File: config.mk
export PLATFORM = sky130hd
export DESIGN_NAME = cpu_cycle_sequencer
export DESIGN_NICKNAME = d
export VERILOG_FILES = /design/src/rtl/cpu_cycle_sequencer.sv
export SDC_FILE = /design/constraint.sdc
export NUM_CORES = 1
export LEC_CHECK = 0
export CORE_MARGIN = 4
export CORE_UTILIZATION = 44
export DETAILED_ROUTE_END_ITERATION = 6
export PLACE_DENSITY = 0.88
export SETUP_SLACK_MARGIN = 0.3
export SYNTH_ARGS = -nofsm -noshare
export SYNTH_HDL_FRONTEND = slang
export SYNTH_SLANG_ARGS = --single-unit
File: constraint.sdc
create_clock -name clock -period 1.7 [get_ports clock]
set_input_delay 0.34 -clock clock [delete_from_list [all_inputs] [get_ports clock]]
set_output_delay 0.34 -clock clock [all_outputs]
set_load 0.05 [all_outputs]
File: src/rtl/cpu_cycle_sequencer.sv
// Instruction-cycle sequencer for the 2A03 core: cycle counter, RDY stalls,
// reset/NMI/IRQ/BRK sequencing with NMI edge detection and hijack.
module cpu_cycle_sequencer #(
    parameter int CYC_W   = 3,
    parameter int VEC_CYC = 4
) (
    input  logic             clock,
    input  logic             reset,
    input  logic             rdy,
    input  logic             instr_done,
    input  logic             is_brk,
    input  logic             nnmi,
    input  logic             nirq,
    input  logic             iflag,
    output logic [CYC_W-1:0] cyc_count,
    output logic             fetch,
    output logic             force_brk,
    output logic [1:0]       vector_sel,
    output logic             suppress_write,
    output logic             nmi_pending,
    output logic             overrun
);

    typedef enum logic [1:0] {
        RST_SEQ,
        INT_SEQ,
        NORMAL
    } seq_t;

    localparam logic [1:0] VEC_NONE = 2'b00;
    localparam logic [1:0] VEC_NMI  = 2'b01;
    localparam logic [1:0] VEC_RST  = 2'b10;
    localparam logic [1:0] VEC_IRQ  = 2'b11;

    localparam logic [CYC_W-1:0] CYC_MAX = '1;
    localparam logic [CYC_W-1:0] CYC_ONE = CYC_W'(1);
    localparam logic [CYC_W-1:0] CYC_VEC = CYC_W'(VEC_CYC);

    seq_t             seq_q, seq_d;
    logic [CYC_W-1:0] cyc_q, cyc_d;
    logic [1:0]       vec_q, vec_d;
    logic             nmi_pend_q, nmi_pend_d;
    logic             overrun_q, overrun_d;
    logic             nnmi_prev_q, nnmi_prev_d;
    logic             force_brk_q, force_brk_d;
    logic             suppress_q, suppress_d;
    logic             nmi_edge;
    logic             nmi_clr;

    // The boundary decision looks only at the registered pending flag, so an
    // edge arriving in the instr_done cycle waits for the following boundary.
    always_comb begin
        seq_d       = seq_q;
        cyc_d       = cyc_q;
        vec_d       = vec_q;
        overrun_d   = overrun_q;
        nnmi_prev_d = nnmi;
        nmi_edge    = nnmi_prev_q & ~nnmi;
        nmi_clr     = 1'b0;

        if (rdy) begin
            if (instr_done) begin
                cyc_d = '0;
                if (nmi_pend_q) begin
                    seq_d   = INT_SEQ;
                    vec_d   = VEC_NMI;
                    nmi_clr = 1'b1;
                end else if (!nirq && !iflag) begin
                    seq_d = INT_SEQ;
                    vec_d = VEC_IRQ;
                end else begin
                    seq_d = NORMAL;
                    vec_d = VEC_NONE;
                end
            end else begin
                if (cyc_q == CYC_MAX) begin
                    overrun_d = 1'b1;
                end else begin
                    cyc_d = cyc_q + CYC_ONE;
                end
                // An IRQ or BRK that has not yet fetched its vector is taken over by a pending NMI.
                if (seq_q != RST_SEQ && vec_q == VEC_IRQ && cyc_q == CYC_VEC && nmi_pend_q) begin
                    vec_d   = VEC_NMI;
                    nmi_clr = 1'b1;
                end else if (seq_q == NORMAL && cyc_q == CYC_ONE && is_brk) begin
                    vec_d = VEC_IRQ;
                end
            end
        end

        nmi_pend_d  = nmi_edge | (nmi_pend_q & ~nmi_clr);
        force_brk_d = (seq_d != NORMAL);
        suppress_d  = (seq_d == RST_SEQ);
    end

    always_ff @(posedge clock or posedge reset) begin
        if (reset) begin
            seq_q       <= RST_SEQ;
            cyc_q       <= '0;
            vec_q       <= VEC_RST;
            nmi_pend_q  <= 1'b0;
            overrun_q   <= 1'b0;
            nnmi_prev_q <= 1'b1;
            force_brk_q <= 1'b1;
            suppress_q  <= 1'b1;
        end else begin
            seq_q       <= seq_d;
            cyc_q       <= cyc_d;
            vec_q       <= vec_d;
            nmi_pend_q  <= nmi_pend_d;
            overrun_q   <= overrun_d;
            nnmi_prev_q <= nnmi_prev_d;
            force_brk_q <= force_brk_d;
            suppress_q  <= suppress_d;
        end
    end

    assign cyc_count      = cyc_q;
    assign fetch          = (cyc_q == '0);
    assign force_brk      = force_brk_q;
    assign vector_sel     = vec_q;
    assign suppress_write = suppress_q;
    assign nmi_pending    = nmi_pend_q;
    assign overrun        = overrun_q;

endmodule

==> results of run 1 <==
## metrics by stage
stage	power, mW	util	hold slack, ps	std cells
after detailed placement	0.730	0.671	451	83
after global placement	0.722	0.671	452	83
after floorplan	0.585	-	202	52
final	0.981	0.735	366	92
after global routing	1.02	0.735	412	92
after CTS	0.978	0.722	372	91
## final timing paths
kind,from,end,slack [ps],depth (start not counted)
min in group clock,seq_q[0],suppress_write,460,1
max in group asynchronous,reset,vector_sel[1],1000,2
setup / recovery,cyc_count[1],fetch,180,4
hold / removal,reset,seq_q[0],370,2
hold reg to reg,seq_q[0],suppress_write,460,1
setup reg to reg,cyc_count[1],vector_sel[0],250,7
## worst max-delay path, stage by stage, from the launching register on
cell and delay (ps):
dfrtp_2 410, inv_2 80, ha_4 130, nor2b_4 150
buf_12 140
## sequential cells by signal (all words and copies together) (netlist names)
register,count
seq_q,2
force_brk,1
nmi_pending,1
suppress_write,1
cyc_count,3
nnmi_prev_q,1
vector_sel,2
overrun,1
## cells by family after synthesis
logic type / Yosys count
AO/OA/AOI/OAI: 13
multiplexers: 1
AND/OR/NAND/NOR: 14
flip-flops: 12
adder cells (fa/ha/maj): 4
buffers and inverters: 8
## final cells by class
cell class,count,area (µm²)
fillers,91,340
well taps,15,18.8
inverters,6,22.5
repair buffers,23,256
clock buffers,4,36.3
flip-flops and latches,12,309
multi-input cells,32,302
## report_power, final
part           switching [mW]  total [mW]  internal (mW)
clock network           0.100       0.231          0.130
registers              0.0403       0.371          0.331
logic                   0.200       0.379          0.179
total                   0.340       0.981          0.641
## per-layer routing
metal / global-route usage / share of wire
met1: 0.158 / 0.37
met2: 0.281 / 0.53
met3: 0.0398 / 0.067
met4: 0.0702 / 0.030
met5: 0 / 0
## cells in the final DEF, fill, tap and decap left out, drive strengths merged
master,instances
nand4,1
clkbuf,4
dfrtp,8
buf,16
and3,1
a41oi,1
or3,1
dfstp,4
mux2,1
inv,6
a31o,1
nor3,1
and2,2
a31oi,1
o21ai,1
a2bb2oi,1
ha,4
a21o,1
nor2b,1
a22o,2
nor3b,1
o22ai,1
a21oi,3
o211a,1
nand2,1
or2,1
nor2,4
clkdlybuf4s50,7
## synth_stat cells (2+ instances only)
cell / n
nor2_1: 4
buf_6: 2
dfrtp_1: 8
dfstp_2: 4
ha_1: 4
a22o_1: 2
inv_1: 6
a21oi_1: 3
## repair_timing
item	CTS	global route
pin swaps	1	1
endpoints found under the setup margin	1	9
buffers inserted	4	1
resized for setup	0	2
==> metrics, run 1 <==
run status=complete, no violations; IO Pins=18; drt total wl=1320 µm; Layout area overhead=57.9%; # rows=13; Final Slew Violations=0; xor/xnor share of the synthesized area=0; VDD IR max=0.651 mV; fin worst setup slack=177 ps; CP Launch Type=register; multiplexer share of the synthesized area=0.0188; Residual DRC=0; GP Congestion=0.722; Max-Cap Viols=0; Post-Syn Nets=64; largest family of logic cells by synthesized area=compound AO/OA/AOI/OAI gates; Max Fanout on Critical Path=2; Peak Freq=0.657 GHz; CTS Buffer Depth=2; first-pass GRT wire length=2150 µm; cell taking the most area after synthesis=dfrtp_1; latest clock arrival within the worst-skew pair=270 ps; clk root buf=clkbuf_4; Yosys warnings=0; ys async rst share=1.00; Netlist cell types=27; Pleak=0.422 nW; die width=44.9 µm; DR iter-0 viols=5; Worst-Margin Slew=456 ps; total die area=0.00201 mm²; number of global-route vias before repair=503; post-synthesis sequential area ratio=0.510; Fin Clk Skew=0.372 ps; Synth top area share=0.335; Final Hold Fails=0; setup TNS=0 ps; Placed Area=862 µm²; critical path data required time=roughly 1400 ps; Initial Util=0.465; chip height=roughly 45 µm; Clk pin slew, worst setup/hold paths=80 ps; CTS Buf Count=3; Detailed Routing Iterations Pass 1=5; Worst setup EP type=output pin; Compound-Gate Fraction of Synth Area=0.180; post-placement setup slack=17.7 ps; PD cells=around 1000 mW/mm²; Syn Area/Cell=11.5 µm²; IO Port Bufs=17; CTS H-tree depth=1; EDFF count, synth=0; RSZ-0062 raised after global routing=yes; clk sinks=12; Nets=90; CTS tree=done; diodes inserted=0; Main synth FF type=dfrtp_1; Detail Placement HPWL=998 µm; synthesized area=between 500 and 600 µm²; crit path time final=1520 ps; All-Layer GR Usage=0.152; Synth Area in Simple Gates=0.132; Gate Count Post-Synth=52; grt total ovfl=0; main area contributors after synthesis=dfrtp_1 33%, dfstp_2 18%, ha_1 8.4%; Worst EP arrival=1180 ps; Adder-Cell Fraction of Synth Area=0.0837; number of synthesized register bits=12; share of layout cells above drive strength 1=0.545; vias per cell=between 5 and 6; Min-Delay Path Class=in -> async; fin area=945 µm²; Wirelength per Cell=around 14 µm; period utilization=0.896; final setup fails=0; # hold bufs at CTS=0; antenna-violating nets left=0; largest net degree at the start of global routing=13; antenna violations before repair=0; Core Region=around 0.0013 mm²; worst rel slew slack=0.696; via count=between 400 and 500; kind of critical path=reg -> out
No activity file was read; power rests on OpenSTA's default activity.
==> inputs of run 2 (changes only) <==
--- a/config.mk
+++ b/config.mk
@@ -8,7 +8,9 @@
 export CORE_MARGIN = 4
 export CORE_UTILIZATION = 44
 export DETAILED_ROUTE_END_ITERATION = 6
+export GPL_TIMING_DRIVEN = 0
 export PLACE_DENSITY = 0.88
+export RECOVER_POWER = 100
 export SETUP_SLACK_MARGIN = 0.3
 export SYNTH_ARGS = -nofsm -noshare
 export SYNTH_HDL_FRONTEND = slang
==> metrics, run 2 (same netlist as run 1, synthesis figures left out) <==
first-pass GRT wire length=2300 µm (was 2150 µm); Worst EP arrival=1780 ps (was 1180 ps); R2R cell count=6 (was 7); Detailed Routing Iterations Pass 1=3 (was 5); vias per cell=5.13 (was 5.33); Residual DRC=0 (unchanged); most frequent cells in the layout=7 x clkbuf_1, 6 x buf_4, 5 x dfrtp_1 (was 10 x buf_4, 7 x clkdlybuf4s50_1, 5 x dfrtp_1, 5 x buf_12); Initial Util=0.465 (unchanged); All-Layer GR Usage=0.160 (was 0.152); Worst-Margin Slew=621 ps (was 456 ps); RSZ-0062 raised after global routing=yes (unchanged); critical path data required time=1900 ps (was 1360 ps); Worst Hold Depth=2; Worst setup EP type=register (was output pin); Core Region=0.00128 mm² (unchanged); Detail Placement HPWL=1030 µm (was 998 µm); die width=44.9 µm (unchanged); final cell count without fillers=94 (was 92); hold slack=309 ps (was 366 ps); Final Hold Fails=0 (unchanged); antenna violations before repair=0 (unchanged); Hold Startpoint=rdy; Final Slew Violations=0 (unchanged); antenna-violating nets left=0 (unchanged); # rows=13 (unchanged); reg-to-reg slack, setup=200 ps (was 250 ps); CTS tree=done (unchanged); share of layout cells above drive strength 1=0.430 (was 0.545); Clk pin slew, worst setup/hold paths=70 ps (was 80 ps); total die area=0.00201 mm² (unchanged); Max Fanout on Critical Path=6 (was 2); grt total ovfl=0 (unchanged); Fillers=108 (was 91); Pleak=0.382 nW (was 0.422 nW); RR Endpoint=cyc_count[0] (was vector_sel[0]); commonest non-fill, non-tap cell in the layout=clkbuf_1 (was buf_4); GP Congestion=0.727 (was 0.722); CTS H-tree depth=1 (unchanged); Max-Cap Viols=0 (unchanged); Wirelength per Cell=14.9 µm (was 14.3 µm); latest clock arrival within the worst-skew pair=270 ps (about the same); diodes inserted=0 (unchanged); IO Port Bufs=16 (was 17); Peak Freq=0.632 GHz (was 0.657 GHz); crit path time final=1580 ps (was 1520 ps); DR iter-0 viols=4 (was 5); Final Util=0.640 (was 0.735); dpl cells=83 (unchanged); chip height=44.9 µm (unchanged); run status=complete, no violations (unchanged); worst rel slew slack=0.588 (was 0.696); # hold bufs at CTS=0 (unchanged); CP Launch Type=input port (was register); PD cells=1030 mW/mm² (was 1040 mW/mm²); clk root buf=clkbuf_4 (unchanged); CTS Buffer Depth=2 (unchanged); crit path from=instr_done (was cyc_count[1]); drt total wl=1400 µm (was 1320 µm); final setup fails=0 (unchanged); largest net degree at the start of global routing=13 (unchanged); Layout area overhead=37.4% (was 57.9%); Nets=92 (was 90); setup TNS=0 ps (unchanged); max reg flops=3 (unchanged); VDD IR max=0.656 mV (was 0.651 mV); CTS Buf Count=3 (unchanged); WHS Endpoint=cyc_count[1]; IO Pins=18 (unchanged); via count=482 (was 490); kind of critical path=in -> reg (was reg -> out); worst r2r src=cyc_count[1] (unchanged); number of global-route vias before repair=517 (was 503); clk sinks=12 (unchanged); Min-Delay Path Class=in -> reg (was in -> async); period utilization=0.930 (was 0.896); Fin Clk Skew=5.74 ps (was 0.372 ps)
[run 2: worst max path at each step]
stage	slack [ps]	depth (start not counted)	to
floorplan	270	3	fetch
global placement	-220	4	fetch
detailed placement	-220	4	fetch
CTS	170	4	fetch
global route	70	4	fetch
finish	120	5	nmi_pending
[run 2: worst max-delay path: stages]
cell and delay (ps):
dlygate4sd3_1 620, and2_0 190, buf_6 130, a41oi_1 300, a22o_1 200
[run 2: area by class of cell]
cell class | instances | area (µm²) | share of cell area
flip-flops and latches | 12 | 309 | 0.376
plain buffers | 2 | 22.5 | 0.0274
well taps | 15 | 18.8 | 0.0228
clock buffers | 4 | 26.3 | 0.0320
repair buffers | 23 | 155 | 0.189
multi-input cells | 32 | 265 | 0.323
inverters | 6 | 25.0 | 0.0304
[run 2: layer usage]
layer	track usage	share of wire
met1	0.154	0.35
met5	0	0
met4	0.0468	0.0064
met3	0.0398	0.060
met2	0.324	0.58
[run 2: power breakdown]
| part | total (mW) | switching (mW) | internal [mW] |
|---|---|---|---|
| clock network | 0.178 | 0.0878 | 0.0907 |
| logic | 0.306 | 0.192 | 0.113 |
| registers | 0.365 | 0.0342 | 0.331 |
[run 2: metrics by stage]
stage	area [µm²]	power, mW	setup WS (ps)
floorplan	651	0.585	273
global placement	830	0.680	-218
detailed placement	830	0.690	-224
CTS	877	0.879	167
global route	822	0.900	67.8
finish	822	0.849	118
[run 2: repair_timing]
| action | 4_1_cts | 5_1_grt |
|---|---|---|
| pin swaps | 1 | 2 |
| setup buffers | 5 | 2 |
| setup endpoints to repair | 10 | 10 |
| gates cloned | 0 | 0 |
| resized for setup | 45 | 10 |
==> inputs of run 3 (changes only) <==
--- a/config.mk
+++ b/config.mk
@@ -9,7 +9,7 @@
 export CORE_UTILIZATION = 44
 export DETAILED_ROUTE_END_ITERATION = 6
 export GPL_TIMING_DRIVEN = 0
-export PLACE_DENSITY = 0.88
+export PLACE_DENSITY = 0.73
 export RECOVER_POWER = 100
 export SETUP_SLACK_MARGIN = 0.3
 export SYNTH_ARGS = -nofsm -noshare
==> metrics, run 3 (same netlist as run 1, synthesis figures left out) <==
run status=complete, no violations (unchanged); vias per cell=4.99 (was 5.13); CTS Buffer Depth=2 (unchanged); chip height=44.9 µm (unchanged); critical path data required time=1360 ps (was 1900 ps); die width=44.9 µm (unchanged); Worst-Margin Slew=603 ps (was 621 ps); Initial Util=0.465 (unchanged); RSZ-0062 raised after global routing=yes (unchanged); post-placement setup slack=-218 ps (was -224 ps); part of the power in registers=0.421 (was 0.430); Core Region=0.00128 mm² (unchanged); total power=0.864 mW (was 0.849 mW); first-pass GRT wire length=1970 µm (was 2300 µm); Final Slew Violations=0 (unchanged); R2R cell count=7 (was 6); Final Util=0.653 (was 0.640); Switching Fraction=0.372 (was 0.370); share of layout cells above drive strength 1=0.456 (was 0.430); most frequent cells in the layout=6 x clkbuf_1, 5 x dfrtp_1, 5 x buf_4 (was 7 x clkbuf_1, 6 x buf_4, 5 x dfrtp_1); crit path time final=1590 ps (was 1580 ps); met3 Resource Use GR=0.0478 (was 0.0398); kind of critical path=reg -> out (was in -> reg); clk sinks=12 (unchanged); GR Layer Usage met1=0.146 (was 0.154); period utilization=0.936 (was 0.930); GP Congestion=0.713 (was 0.727); Worst setup EP type=output pin (was register); busiest grt layer=met2 (unchanged); Wirelength per Cell=14.0 µm (was 14.9 µm); All-Layer GR Usage=0.138 (was 0.160); max reg flops=3 (unchanged); RR Endpoint=vector_sel[0] (was cyc_count[0]); multi-input logic area=274 µm² (was 265 µm²); Pleak=0.392 nW (was 0.382 nW); Final Hold Fails=0 (unchanged); largest net degree at the start of global routing=13 (unchanged); clock share of power=0.216 (was 0.210); antenna-violating nets left=0 (unchanged); IO Pins=18 (unchanged); IO Port Bufs=16 (unchanged); dpl cells=83 (unchanged); # rows=13 (unchanged); commonest non-fill, non-tap cell in the layout=clkbuf_1 (unchanged); # hold bufs at CTS=0 (unchanged); VDD IR max=0.459 mV (was 0.656 mV); Fin Clk Skew=2.51 ps (was 5.74 ps); Comb power frac=0.363 (was 0.360); Worst Hold Depth=2 (unchanged); clk root buf=clkbuf_4 (unchanged); latest clock arrival within the worst-skew pair=270 ps (about the same); grt total ovfl=0 (unchanged); CP Launch Type=register (was input port); Residual DRC=0 (unchanged); worst rel slew slack=0.600 (was 0.588); diodes inserted=0 (unchanged); Fillers=114 (was 108); setup TNS=0 ps (unchanged); final setup fails=0 (unchanged); grt met2 use=0.241 (was 0.324); PD cells=1030 mW/mm² (about the same); reg-to-reg slack, setup=210 ps (was 200 ps); sequential cell area=309 µm² (unchanged); number of global-route vias before repair=461 (was 517); Peak Freq=0.628 GHz (was 0.632 GHz); WHS Endpoint=cyc_count[1] (unchanged); Detail Placement HPWL=890 µm (was 1030 µm); Hold Startpoint=rdy (unchanged); fin area=840 µm² (was 822 µm²); Max Fanout on Critical Path=4 (was 6); Placed Area=830 µm² (unchanged); CTS Buf Count=3 (unchanged); Switching Power=0.322 mW (was 0.314 mW); CTS H-tree depth=1 (unchanged); fin worst setup slack=109 ps (was 118 ps); CTS tree=done (unchanged); Detailed Routing Iterations Pass 1=4 (was 3); total die area=0.00201 mm² (unchanged); hold slack=302 ps (was 309 ps); drt total wl=1320 µm (was 1400 µm); Nets=92 (unchanged); Min-Delay Path Class=in -> reg (unchanged); antenna violations before repair=0 (unchanged); via count=469 (was 482); final cell count without fillers=94 (unchanged); Clk pin slew, worst setup/hold paths=80 ps (was 70 ps); cell-internal power=0.542 mW (was 0.535 mW); DR iter-0 viols=5 (was 4); Layout area overhead=40.4% (was 37.4%); Max-Cap Viols=0 (unchanged); worst r2r src=cyc_count[1] (unchanged); Worst EP arrival=1250 ps (was 1780 ps)
run 3: timing repair:
| item | CTS | global route |
|---|---|---|
| endpoints found under the hold margin | 0 | 0 |
| gates cloned | 0 | 0 |
| gates resized for setup | 45 | 11 |
| endpoints found under the setup margin | 10 | 13 |
| setup buffers | 5 | 2 |
| pin swaps | 1 | 5 |
run 3: cell type report:
type,count,share of cell area
buffer,2,0.0268
timing repair buffer,23,0.195
sequential,12,0.368
tap,15,0.0224
multi-input combinational,32,0.326
inverter,6,0.0298
clock buffer,4,0.0313
run 3: how the worst max path moves through the flow:
| stage | start | endpoint | slack, ps |
|---|---|---|---|
| 2_1_floorplan | cyc_count[1] | fetch | 270 |
| 3_3_place_gp | cyc_count[0] | fetch | -210 |
| 3_5_place_dp | cyc_count[0] | fetch | -220 |
| 4_1_cts | cyc_count[1] | fetch | 160 |
| 5_1_grt | cyc_count[1] | fetch | 50 |
| 6_report | cyc_count[0] | fetch | 110 |
run 3: metal layers:
layer | up-vias | wire length, µm
met5 | - | 0
met4 | 0 | 8
met3 | 2 | 84
met2 | 15 | 703
met1 | 217 | 518
li1 | 235 | -
run 3: critical path: stages (launching register included):
cell and delay [ps]:
dfrtp_2 430, inv_2 70, ha_4 130, nor2b_4 120, clkbuf_4 220
run 3: power by group through the flow:
stage	logic, mW	clock network [mW]	registers, mW
after global routing	0.333	0.213	0.370
after detailed placement	0.311	0	0.375
after global placement	0.307	0	0.374
after CTS	0.323	0.194	0.364
after floorplan	0.119	0	0.466
final	0.314	0.186	0.364
